[config.mk]
export PLATFORM = sky130hd
export DESIGN_NAME = ysyx_24100029_ifu_prefetch
export DESIGN_NICKNAME = d
export VERILOG_FILES = /design/src/rtl/ysyx_24100029_ifu_pkg.sv /design/src/rtl/ysyx_24100029_sync_fifo.sv /design/src/rtl/ysyx_24100029_ifu_prefetch.sv
export SDC_FILE = /design/constraint.sdc
export NUM_CORES = 1
export LEC_CHECK = 0
export ABC_CLOCK_PERIOD_IN_PS = 10450
export CORE_ASPECT_RATIO = 2
export CORE_MARGIN = 3
export CORE_UTILIZATION = 55
export CTS_CLUSTER_DIAMETER = 30
export DETAILED_ROUTE_END_ITERATION = 10
export DONT_BUFFER_PORTS = 1
export GPL_ROUTABILITY_DRIVEN = 1
export PLACE_DENSITY_LB_ADDON = 0.15
export SYNTH_ARGS = -nofsm -noshare
export SYNTH_HDL_FRONTEND = slang
export SYNTH_SLANG_ARGS = --single-unit
[constraint.sdc]
create_clock -name clock -period 10.45 [get_ports clock]
set_input_delay 1.5675 -clock clock [delete_from_list [all_inputs] [get_ports clock]]
set_output_delay 1.5675 -clock clock [all_outputs]
set_load 0.05 [all_outputs]
[src/rtl/ysyx_24100029_ifu_pkg.sv]
// Shared constants and queue-entry layout for the prefetching instruction-fetch unit.
// The fault bit exists in the entry only when IFU_FAULT_REPORT_EN is defined.
package ysyx_24100029_ifu_pkg;

  localparam logic [31:0] DEFAULT_RESET_PC = 32'h3000_0000;
  localparam logic [2:0]  SIZE_4B          = 3'b010;
  localparam logic [1:0]  BURST_FIXED      = 2'b00;
  localparam logic [1:0]  RESP_OKAY        = 2'b00;

`ifdef IFU_FAULT_REPORT_EN
  typedef struct packed {
    logic        fault;
    logic [31:0] pc;
    logic [31:0] inst;
  } iq_entry_t;
`else
  typedef struct packed {
    logic [31:0] pc;
    logic [31:0] inst;
  } iq_entry_t;
`endif

  function automatic logic resp_is_fault(input logic [1:0] resp);
    return resp != RESP_OKAY;
  endfunction

endpackage

[src/rtl/ysyx_24100029_sync_fifo.sv]
// Small synchronous FIFO with count output and a flush that beats push/pop.
// DEPTH need not be a power of two; pointers wrap explicitly.
module ysyx_24100029_sync_fifo #(
  parameter int WIDTH = 32,
  parameter int DEPTH = 4,
  localparam int CNT_W = $clog2(DEPTH + 1)
) (
  input  logic             clock,
  input  logic             reset,
  input  logic             flush,
  input  logic             push,
  input  logic [WIDTH-1:0] push_data,
  input  logic             pop,
  output logic [WIDTH-1:0] pop_data,
  output logic             full,
  output logic             empty,
  output logic [CNT_W-1:0] count
);

  localparam int PTR_W = (DEPTH > 1) ? $clog2(DEPTH) : 1;
  localparam logic [PTR_W-1:0] LAST = PTR_W'(DEPTH - 1);

  logic [WIDTH-1:0] mem [DEPTH];
  logic [PTR_W-1:0] wr_ptr_reg, rd_ptr_reg;
  logic [CNT_W-1:0] count_reg;
  logic             do_push, do_pop;

  function automatic logic [PTR_W-1:0] ptr_inc(input logic [PTR_W-1:0] p);
    return (p == LAST) ? '0 : p + PTR_W'(1);
  endfunction

  assign full     = (count_reg == CNT_W'(DEPTH));
  assign empty    = (count_reg == '0);
  assign count    = count_reg;
  assign do_push  = push & ~full;
  assign do_pop   = pop & ~empty;
  assign pop_data = mem[rd_ptr_reg];

  always_ff @(posedge clock or posedge reset) begin
    if (reset) begin
      wr_ptr_reg <= '0;
      rd_ptr_reg <= '0;
      count_reg  <= '0;
    end else if (flush) begin
      wr_ptr_reg <= '0;
      rd_ptr_reg <= '0;
      count_reg  <= '0;
    end else begin
      if (do_push) wr_ptr_reg <= ptr_inc(wr_ptr_reg);
      if (do_pop)  rd_ptr_reg <= ptr_inc(rd_ptr_reg);
      count_reg <= count_reg + CNT_W'(do_push) - CNT_W'(do_pop);
    end
  end

  // Storage carries no reset so it can map onto distributed/block RAM.
  always_ff @(posedge clock) begin
    if (do_push && !flush) mem[wr_ptr_reg] <= push_data;
  end

endmodule

[src/rtl/ysyx_24100029_ifu_prefetch.sv]
// Prefetching IFU: multiple AXI4 reads in flight, instruction queue, redirect with stale-beat drop.
// Optional IFU_FAULT_REPORT_EN carries non-OKAY rresp through to out_fault.
module ysyx_24100029_ifu_prefetch
  import ysyx_24100029_ifu_pkg::*;
#(
  parameter logic [31:0] RESET_PC        = DEFAULT_RESET_PC,
  parameter int          FIFO_DEPTH      = 4,
  parameter int          MAX_OUTSTANDING = 2,
  parameter logic [3:0]  AXI_ID          = 4'h0
) (
  input  logic        clock,
  input  logic        reset,
  input  logic        redirect_valid,
  input  logic [31:0] redirect_pc,
  input  logic        stall,
  output logic        out_valid,
  input  logic        out_ready,
  output logic [31:0] out_pc,
  output logic [31:0] out_inst,
  output logic        out_fault,
  output logic        arvalid,
  input  logic        arready,
  output logic [31:0] araddr,
  output logic [3:0]  arid,
  output logic [7:0]  arlen,
  output logic [2:0]  arsize,
  output logic [1:0]  arburst,
  input  logic        rvalid,
  output logic        rready,
  input  logic [31:0] rdata,
  input  logic [1:0]  rresp,
  input  logic        rlast,
  input  logic [3:0]  rid
);

  localparam int OUT_W = $clog2(MAX_OUTSTANDING + 1);
  localparam int IQ_W  = $clog2(FIFO_DEPTH + 1);
  localparam int TAG_W = $clog2(MAX_OUTSTANDING + 1);

  logic [OUT_W-1:0] outstanding_reg, outstanding_next, drop_reg, drop_next;
  logic [31:0]      fetch_pc_reg, fetch_pc_next, araddr_reg, araddr_next, fetch_base;
  logic             arvalid_reg, arvalid_next, can_issue;
  logic             ar_hs, ar_stuck, r_beat, iq_push, iq_pop;
  logic [IQ_W-1:0]  iq_count, iq_count_next;
  logic             iq_full, iq_empty, tag_full, tag_empty;
  logic [TAG_W-1:0] tag_count;
  logic [31:0]      tag_head;
  iq_entry_t        iq_in, iq_head;

  assign ar_hs    = arvalid_reg & arready;
  assign ar_stuck = arvalid_reg & ~arready;
  assign r_beat   = rvalid & (outstanding_reg != '0);
  assign iq_push  = r_beat & (drop_reg == '0) & ~redirect_valid;
  assign iq_pop   = out_valid & out_ready;

  always_comb begin
    outstanding_next = outstanding_reg + OUT_W'(ar_hs) - OUT_W'(r_beat);
    drop_next        = drop_reg;
    // A request still waiting on arready will be accepted at its old address, so it is stale too.
    if (redirect_valid)
      drop_next = outstanding_next + OUT_W'(ar_stuck);
    else if (r_beat && drop_reg != '0)
      drop_next = drop_reg - OUT_W'(1);

    iq_count_next = redirect_valid ? '0 : iq_count + IQ_W'(iq_push) - IQ_W'(iq_pop);

    fetch_base = redirect_valid ? redirect_pc : fetch_pc_reg;
    can_issue  = !stall
              && (int'(outstanding_next) < MAX_OUTSTANDING)
              && (int'(outstanding_next) + int'(iq_count_next) < FIFO_DEPTH);

    arvalid_next  = arvalid_reg;
    araddr_next   = araddr_reg;
    fetch_pc_next = fetch_base;
    if (!ar_stuck) begin
      arvalid_next = can_issue;
      if (can_issue) begin
        araddr_next   = fetch_base;
        fetch_pc_next = fetch_base + 32'd4;
      end
    end
  end

  always_ff @(posedge clock or posedge reset) begin
    if (reset) begin
      outstanding_reg <= '0;
      drop_reg        <= '0;
      fetch_pc_reg    <= RESET_PC;
      araddr_reg      <= RESET_PC;
      arvalid_reg     <= 1'b0;
    end else begin
      outstanding_reg <= outstanding_next;
      drop_reg        <= drop_next;
      fetch_pc_reg    <= fetch_pc_next;
      araddr_reg      <= araddr_next;
      arvalid_reg     <= arvalid_next;
    end
  end

  always_comb begin
    iq_in      = '0;
    iq_in.pc   = tag_head;
    iq_in.inst = rdata;
`ifdef IFU_FAULT_REPORT_EN
    iq_in.fault = resp_is_fault(rresp);
`endif
  end

  ysyx_24100029_sync_fifo #(.WIDTH(32), .DEPTH(MAX_OUTSTANDING)) u_tag_q (
    .clock(clock), .reset(reset), .flush(1'b0),
    .push(ar_hs), .push_data(araddr_reg),
    .pop(r_beat), .pop_data(tag_head),
    .full(tag_full), .empty(tag_empty), .count(tag_count)
  );

  ysyx_24100029_sync_fifo #(.WIDTH($bits(iq_entry_t)), .DEPTH(FIFO_DEPTH)) u_inst_q (
    .clock(clock), .reset(reset), .flush(redirect_valid),
    .push(iq_push), .push_data(iq_in),
    .pop(iq_pop), .pop_data(iq_head),
    .full(iq_full), .empty(iq_empty), .count(iq_count)
  );

  assign out_valid = ~iq_empty;
  assign out_pc    = out_valid ? iq_head.pc : '0;
  assign out_inst  = out_valid ? iq_head.inst : '0;
  assign arvalid   = arvalid_reg;
  assign araddr    = araddr_reg;
  assign arid      = AXI_ID;
  assign arlen     = 8'd0;
  assign arsize    = SIZE_4B;
  assign arburst   = BURST_FIXED;
  assign rready    = 1'b1;

  logic unused_sigs;
`ifdef IFU_FAULT_REPORT_EN
  assign out_fault   = out_valid & iq_head.fault;
  assign unused_sigs = ^{rlast, rid, iq_full, tag_full, tag_empty, tag_count};
`else
  assign out_fault   = 1'b0;
  assign unused_sigs = ^{rlast, rid, rresp, iq_full, tag_full, tag_empty, tag_count};
`endif

  // A beat with nothing in flight has no tag; it is ignored by r_beat and flagged here.
  a_no_orphan_r: assert property (@(posedge clock) disable iff (reset)
    !(rvalid && outstanding_reg == '0));

endmodule

==> out/results.txt <==
Outcome - complete, no violations
Io pins - 195
Hold Path End - u_tag_q.rd_ptr_reg
Setup slack, reg-to-reg - 5.64 ns
Largest net degree at the start of global routing - 74
Sequential cell area - 11600 µm²
Startpoint types - flop
Inserted Clock Buffers - 44
Final setup viols - 0
Residual DRC - 0
GR peak layer - met2
Top cell type's share of synthesized area - 59.1%
Met3 Usage GRT - 4.51%
Avg WL per Cell - 22.4 µm
Number of fill cells - 2051
RSZ-0062 raised after global routing - no
Setup TNS - 0 ns
Worst Skew - 0.0153 ns
Flops & latches, synth - 400
Count of cell types in the netlist - 54
Wirelength, routed - 29900 µm
Crit end category - flop
Post-CTS setup buffers - 0
Final Hold Viols - 0
Max-Cap Viols - 0
Cts hold-fix bufs - 0
IO buf count - 0
H-tree Lvls - 2
Antenna diodes - 0
CTS tree - done
Most frequent cells in the layout - 320 x edfxtp_1, 74 x dfrtp_1, 66 x and2_1
Pleak - 6.10 nW
Actual slew at the worst max-slew pin - 0.991 ns
GPL Wtd Cong - 0.813
Crit path kind - flop to flop
Worst skew pair latency - 0.55 ns
1st-iter DRT viols - 358
Post-synth top area cell - edfxtp_1
Min cycle time layout - 4.81 ns
DPL Wire Length - 18600 µm
Worst-path cell chain - or3_2 > buf_4 > and2_1 > ha_1 > inv_1 > ha_1 > fa_1 > nor2b_1 > ha_1 > nor3_2 > o21ai_2 > nor2_4 > buf_4 > mux2_2
Final setup margin - 5.64 ns
Met2 usage - 33.2%
Die area - 31800 µm²
Area of the multi-input gates - 4350 µm²
TritonRoute pass-1 iters - 4
Number of flip-flops in the largest register - 256
Finished Core Util - 62.4%
Max stage delay on crit path - 0.54 ns
CP Max Fanout - 66
Worst min path class - flop to flop
Mapped Area - 16300 µm²
Antenna Violating Nets Remaining - 0
Chip width - 128 µm
Largest regs - u_inst_q.mem x256, u_tag_q.mem x64
Layout cells sized above 1 - 22.0%
Hold path depth - 1
Post-Place Worst Slack - 5.53 ns
Worst Hold Launch - u_tag_q.rd_ptr_reg
GRT met1 Usage - 22.0%
Async S/R FF share, synth - 20.0%
Pwr/cell area - 298 nW/µm²
Total track usage - 19.1%
R2r worst-path depth - 14
Root Buffer - clkbuf_16
Synth top area cells - edfxtp_1 59%, dfrtp_1 12%, mux4_2 8.9%, mux2_2 2.9%, and2_1 2.7%
Area delta synth->final - 11.1%
Ys Warns - 0
Capture point of the worst reg-to-reg path - araddr[0]
Post-CTS Resized - 0
Vias/cell - 5.85
Mean post-synth cell area - 17.6 µm²
Fmax - 208 MHz
Final Power - 0.00538 W
CP most frequent cell - ha_1
Most common cell after layout, fill and taps aside - edfxtp_1
Initial core utilization - 56.1%
Critical path's slowest cell - buf_4
WP data required - 10.88 ns
Area of the core - 29000 µm²
Slew margin rel. - 33.9%
Initial antenna violation count - 0
Vias in the first global route - 8514
Biggest register - u_inst_q.mem
Worst Path Arrival - 5.24 ns
Startpoint of the worst register-to-register path - u_inst_q.count[1]
Grt total ovfl - 0
Slew Limit Fails - 0
Cells after Synth - 926
Worst IR Drop VDD - 0.228 mV
Clock-pin slew on the worst setup and hold paths - 0.07 ns
Die height - 249 µm
Post-synth EDFFs - 320
First-pass GRT wire length - 47300 µm
Final nets - 1034
Via count - 7807
Main synth FF type - edfxtp_1
Seq/Total Area, Yosys - 71.5%
Clock Tree Buf Depth - 3
Row cnt - 88
Tcrit/Tclk final - 46.0%
Clk sinks - 400
## Yosys cell counts, drive strengths merged, types with 10 or more instances
master	n
inv	17
and2	70
nand2	21
ha	15
nor3	11
nand3	14
a21oi	31
mux4	64
mux2	42
mux2i	26
nor2	49
nor2b	10
clkbuf	21
dfrtp	76
xor2	16
xnor2	26
buf	37
edfxtp	320
## worst max-delay path by stage
| stage | slack [ns] | to | from |
|---|---|---|---|
| 2_1_floorplan | 5.53 | u_inst_q.mem[0][0] | redirect_valid |
| 3_3_place_gp | 5.59 | fetch_pc_reg[3] | rvalid |
| 3_5_place_dp | 5.53 | araddr[0] | rvalid |
| 4_1_cts | 5.64 | araddr[0] | u_inst_q.count[1] |
| 5_1_grt | 5.36 | fetch_pc_reg[30] | u_inst_q.count[1] |
| 6_report | 5.64 | araddr[0] | u_inst_q.count[1] |
## layer usage
layer / up-vias / share of wire (%)
met4: 0 / 4.3
met5: - / 0
met2: 236 / 53
met1: 3984 / 36
met3: 81 / 6.4
li1: 3506 / -
## worst max-delay path: cells and delay by family, from the launching register on
kind / cells / cell delay, ns
multiplexers: 1 / 0.40
buffers and inverters: 3 / 0.97
adder cells (fa/ha/maj): 4 / 1.15
AO/OA/AOI/OAI: 1 / 0.24
AND/OR/NAND/NOR: 5 / 1.46
flip-flops: 1 / 0.43
## area by class of cell
cell class,instances,area share (%)
Clock buffer,47,6.33
Clock inverter,34,2.07
Inverter,17,0.360
Multi-Input combinational cell,468,24.1
Sequential cell,400,64.3
Tap cell,360,2.49
Timing Repair Buffer,8,0.332
## cell families (layout without fill, tap and decap cells)
family | count (synthesis) | in the layout | synth area share (%)
AO/OA/AOI/OAI | 57 | 57 | 2.26
XOR/XNOR | 44 | 44 | 2.55
adder cells (fa/ha/maj) | 17 | 17 | 1.40
buffers and inverters | 75 | 106 | 2.28
flip-flops | 400 | 400 | 71.5
multiplexers | 132 | 132 | 13.4
other | 2 | 19 | 0.0462
AND/OR/NAND/NOR | 199 | 199 | 6.62
## through the flow
step,hold WS [ns],std cells,cell area [µm²]
after floorplan,0.455,943,16300
after global placement,0.458,1253,16500
after detailed placement,0.475,1253,16500
after CTS,0.484,1334,18100
after global routing,0.518,1334,18100
final,0.481,1334,18100
## power by group
part | switching, W | internal [W] | leakage, nW
Sequential | 0.000377 | 0.00201 | 3.81
Clock | 0.000663 | 0.000897 | 0.716
Combinational | 0.000980 | 0.000449 | 1.58
Note: power is estimated with default switching activity, not from simulation.
